`config.mk`:
```
export PLATFORM = sky130hd
export DESIGN_NAME = compound_rr_arbiter
export DESIGN_NICKNAME = d
export VERILOG_FILES = /design/src/rtl/compound_rr_arbiter.sv
export SDC_FILE = /design/constraint.sdc
export NUM_CORES = 1
export LEC_CHECK = 0
export CORE_ASPECT_RATIO = 1.1
export CORE_MARGIN = 2
export CORE_UTILIZATION = 39
export CTS_CLUSTER_SIZE = 12
export DETAILED_ROUTE_END_ITERATION = 10
export PLACE_DENSITY_LB_ADDON = 0.25
export SLEW_MARGIN = 40
export SYNTH_ARGS = -nofsm -noshare
export SYNTH_HDL_FRONTEND = slang
export SYNTH_SLANG_ARGS = --single-unit
```
`constraint.sdc`:
```
create_clock -name clk -period 3.9 [get_ports clk]
set_input_delay 0.585 -clock clk [delete_from_list [all_inputs] [get_ports clk]]
set_output_delay 0.585 -clock clk [all_outputs]
set_load 0.05 [all_outputs]
```
`src/rtl/compound_rr_arbiter.sv`:
```
// compound_rr_arbiter
// Round-robin arbiter that shares one blocking output port between NUM_REQ
// blocking input ports. One word moves per grant: arbitrate, read the word
// from the winner, forward it, wait for the consumer, then arbitrate again.
//
// Handshake: every port uses sync/notify. A word moves on a port in exactly
// the cycle where that port's notify and sync are both high at the rising
// edge of clk. The arbiter drives notify (req_in_notify, arb_out_notify)
// from registers only; sync is owned by the partner on the other side.
module compound_rr_arbiter #(
  parameter int NUM_REQ = 4,
  parameter int DATA_W  = 32,
  parameter int GID_W   = $clog2(NUM_REQ)
) (
  input  logic                      clk,
  input  logic                      rst,
  input  logic [NUM_REQ*DATA_W-1:0] req_in,
  input  logic [NUM_REQ-1:0]        req_in_sync,
  output logic [NUM_REQ-1:0]        req_in_notify,
  output logic [DATA_W-1:0]         arb_out,
  input  logic                      arb_out_sync,
  output logic                      arb_out_notify,
  output logic [GID_W-1:0]          grant_id,
  output logic [1:0]                section
);

  typedef enum logic [1:0] {
    SECTION_ARB   = 2'd0,
    SECTION_READ  = 2'd1,
    SECTION_WRITE = 2'd2
  } section_t;

  section_t             state;
  logic [GID_W-1:0]     last_grant;
  logic                 pick_valid;
  logic [GID_W-1:0]     pick_idx;
  logic [GID_W-1:0]     cand;
  logic [DATA_W-1:0]    req_word [NUM_REQ];

  // Current section is visible for checkers and debug.
  assign section = state;

  // (base + offset) modulo NUM_REQ for offsets 1..NUM_REQ; works for
  // non-power-of-two NUM_REQ because the sum never exceeds 2*NUM_REQ-1.
  function automatic logic [GID_W-1:0] wrap_add(input logic [GID_W-1:0] base,
                                                input int offset);
    logic [GID_W:0] sum;
    sum = {1'b0, base} + (GID_W+1)'(offset);
    if (sum >= (GID_W+1)'(NUM_REQ)) sum = sum - (GID_W+1)'(NUM_REQ);
    return sum[GID_W-1:0];
  endfunction

  // Unpack the flat payload bus into one word per requester.
  always_comb begin
    for (int i = 0; i < NUM_REQ; i++) begin
      req_word[i] = req_in[i*DATA_W +: DATA_W];
    end
  end

  // Round-robin search: scan from farthest to nearest candidate after
  // last_grant so the nearest requesting index is the one left standing.
  always_comb begin
    pick_valid = 1'b0;
    pick_idx   = '0;
    cand       = '0;
    for (int i = NUM_REQ; i >= 1; i--) begin
      cand = wrap_add(last_grant, i);
      if (req_in_sync[cand]) begin
        pick_valid = 1'b1;
        pick_idx   = cand;
      end
    end
  end

  // Section FSM with all outputs registered; reset discards any word in flight.
  always_ff @(posedge clk or posedge rst) begin
    if (rst) begin
      state          <= SECTION_ARB;
      req_in_notify  <= '0;
      arb_out        <= '0;
      arb_out_notify <= 1'b0;
      grant_id       <= '0;
      last_grant     <= GID_W'(NUM_REQ - 1);
    end else begin
      case (state)
        SECTION_ARB: begin
          if (pick_valid) begin
            grant_id      <= pick_idx;
            req_in_notify <= NUM_REQ'(1) << pick_idx;
            state         <= SECTION_READ;
          end
        end
        SECTION_READ: begin
          // Wait on the granted requester only; no re-arbitration.
          if (req_in_sync[grant_id]) begin
            arb_out        <= req_word[grant_id];
            req_in_notify  <= '0;
            arb_out_notify <= 1'b1;
            state          <= SECTION_WRITE;
          end
        end
        SECTION_WRITE: begin
          // arb_out and grant_id are held until the consumer takes the word.
          if (arb_out_sync) begin
            arb_out_notify <= 1'b0;
            last_grant     <= grant_id;
            state          <= SECTION_ARB;
          end
        end
        default: begin
          state          <= SECTION_ARB;
          req_in_notify  <= '0;
          arb_out_notify <= 1'b0;
        end
      endcase
    end
  end

endmodule

```
==> results.md <==
* Worst hold slack at 0.497 ns
* Pre-antenna DRT Iters at 4
* Starting Density at 0.404
* Die span in x at 82.8 µm
* Critical Path, Cell by Cell: clkdlybuf4s50_1
* Startpoint types: flip-flop
* Std-Cell Rows at 31
* Slew headroom at 0.552
* Layout Nets at 475
* Simple-Gate Fraction of Synth Area at 0.0479
* Synth Area in Compound Gates at 0.0362
* Io pins at 176
* Largest net degree at the start of global routing at 44
* Main synth FF type: dfrtp_1
* Layout Area Growth over Synthesis at 70.7%
* Core area at 6590 µm²
* CP Data Arrival Time at 1.99 ns
* Dpl cell area at 4460 µm²
* WL final at 7450 µm
* Clk_lat worst skew at 0.28 ns
* First-pass GRT wire length at 12100 µm
* Asr flop ratio synth at 1.00
* Synth Area per Inst at 15.9 µm²
* Total power density per cell area at 800 nW/µm²
* Hold Crit Class: flip-flop to flip-flop
* First DRT Iteration DRCs at 56
* Vias in the first global route at 2447
* # DRC at 0
* Reg area at 1080 µm²
* Register area share after synthesis at 0.405
* Syn nets at 303
* Non-filler cells, final at 422
* Max-Cap Viols at 0
* Min Clock Period, post-route at 2.57 ns
* Fin. Hold Viols at 0
* Yosys cell types at 30
* Final Skew at 0.00446 ns
* Hold buffer count at CTS at 0
* Placed cell count at 415
* Max Buffers Root-to-Sink at 2
* Design Area, Final at 4550 µm²
* Cell family with most CP delay: buffers and inverters
* Number of antenna violations at the first check in global routing at 0
* Routability Congestion at 0.793
* Post-cts sizing count at 0
* Chip Height at 90.7 µm
* Worst vdd ir at 0.000572 V
* Tcrit/Tclk final at 0.659
* Total leakage power at 1.85 nW
* Worst-path maximum fanout at 16
* TritonCTS clock tree: built
* Setup Viol. Count Final at 0
* PortBufs at 175
* Overflow left after global routing at 0
* F_max at 389 MHz
* Synth warn at 0
* Synth Cell Area at 2670 µm²
* Total GRT Usage at 0.201
* Layout cells sized above 1 at 0.238
* Die area at 7510 µm²
* Final ANT Viol Nets at 0
* Crit path buf inv count at 1
* Slowest-stage cell, CP: clkdlybuf4s50_1
* EDFF count, synth at 0
* H-tree depth at 2
* Syn Inst Count at 168
* Vias per cell at 5.23
* Most common cell after layout, fill and taps aside: clkdlybuf4s50_1
* Tightest Pin Transition at 0.673 ns
* # fillers at 505
* Post-CTS setup buffer count at 0
* Hpwl dp at 6050 µm
* Slew Viols, Final at 0
* Worst EP required at 3.31 ns
* Reg clk slew, reported paths at 0.07 ns
* Critical Path Sink Type: primary output
* Area occupied by multi-input gates at 1470 µm²
* WS Path Type: flip-flop to primary output
* Clk root buf: clkbuf_8
* #FFs+latches synth at 43
* Mux contribution to synthesized area at 0.469
* Largest family of logic cells by synthesized area: multiplexers
* Adder-cell share of the synthesized area at 0
* CTS Sinks at 43
* RSZ-0062 raised after global routing: no
* # diodes at 0
* Status: completed
* Xor/xnor share of the synthesized area at 0
* TritonCTS buffer count at 5
* Most frequent cells in the layout: 175 x clkdlybuf4s50_1, 40 x dfrtp_1, 32 x mux4_2
* Final setup TNS at 0 ns
* Wire per inst at 17.6 µm
* Largest stage delay, worst path at 0.93 ns
* Vias at 2206
==> metrics by stage <==
step | util | setup slack, ns | power, mW
after floorplan | - | 1.78 | 2.68
after global placement | 0.676 | 1.38 | 3.36
after detailed placement | 0.676 | 1.32 | 3.40
after CTS | 0.690 | 1.31 | 3.68
after global routing | 0.690 | 1.25 | 3.83
final | 0.690 | 1.33 | 3.64
==> power breakdown <==
| group | internal, mW | switching, mW |
|---|---|---|
| combinational | 1.21 | 1.27 |
| sequential | 0.680 | 0.207 |
| clock | 0.139 | 0.138 |
==> final cells by class <==
cell class / instances / area share
inverters: 4 / 0.00385
well taps: 82 / 0.0226
clock buffers: 6 / 0.0182
flip-flops and latches: 43 / 0.237
multi-input cells: 108 / 0.324
clock inverters: 1 / 0.00110
repair buffers: 178 / 0.393
==> cell usage after synthesis (3+ instances only) <==
cell type	count	area [µm²]
buf_2	4	20.0
buf_6	3	33.8
clkbuf_1	4	15.0
dfrtp_1	41	1030
inv_1	4	15.0
mux2_1	4	45.0
mux2_4	30	450
mux4_2	32	721
nand2_1	6	22.5
nand2b_1	5	31.3
nand3_1	3	15.0
nor2_1	4	15.0
o21ai_0	3	15.0
==> final timing paths <==
kind / from / end / cells past startpoint / slack, ns
worst max-delay path: grant_id[1] / grant_id[1] / 1 / 1.33
min in group asynchronous: rst / arb_out[10] / 2 / 0.70
max in group asynchronous: rst / grant_id[0] / 2 / 2.81
worst min-delay path: arb_out[27] / arb_out[27] / 1 / 0.50
worst min register to register: arb_out[27] / arb_out[27] / 1 / 0.50
worst max register to register: grant_id[0] / arb_out[26] / 3 / 1.75
==> state kept, by name (all words and copies together) (netlist names) <==
| register | flops |
|---|---|
| req_in_notify | 4 |
| arb_out | 32 |
| arb_out_notify | 1 |
| grant_id | 2 |
| last_grant | 2 |
| section | 2 |
==> kinds of logic after synthesis <==
kind of cell	count (synthesis)
muxes	69
DFF	43
and+or+nand+nor	25
buffers and inverters	17
AOI/OAI and AO/OA	14
==> per-layer routing <==
metal,global-route usage,vias to the layer above,wire length (µm),part of all wire
met1,0.236,1093,2860,0.38
met2,0.345,94,3870,0.52
met3,0.0594,20,470,0.063
met4,0.0806,0,249,0.033
li1,-,999,-,-
met5,0,-,0,0
(Power assumes the default switching activity.)
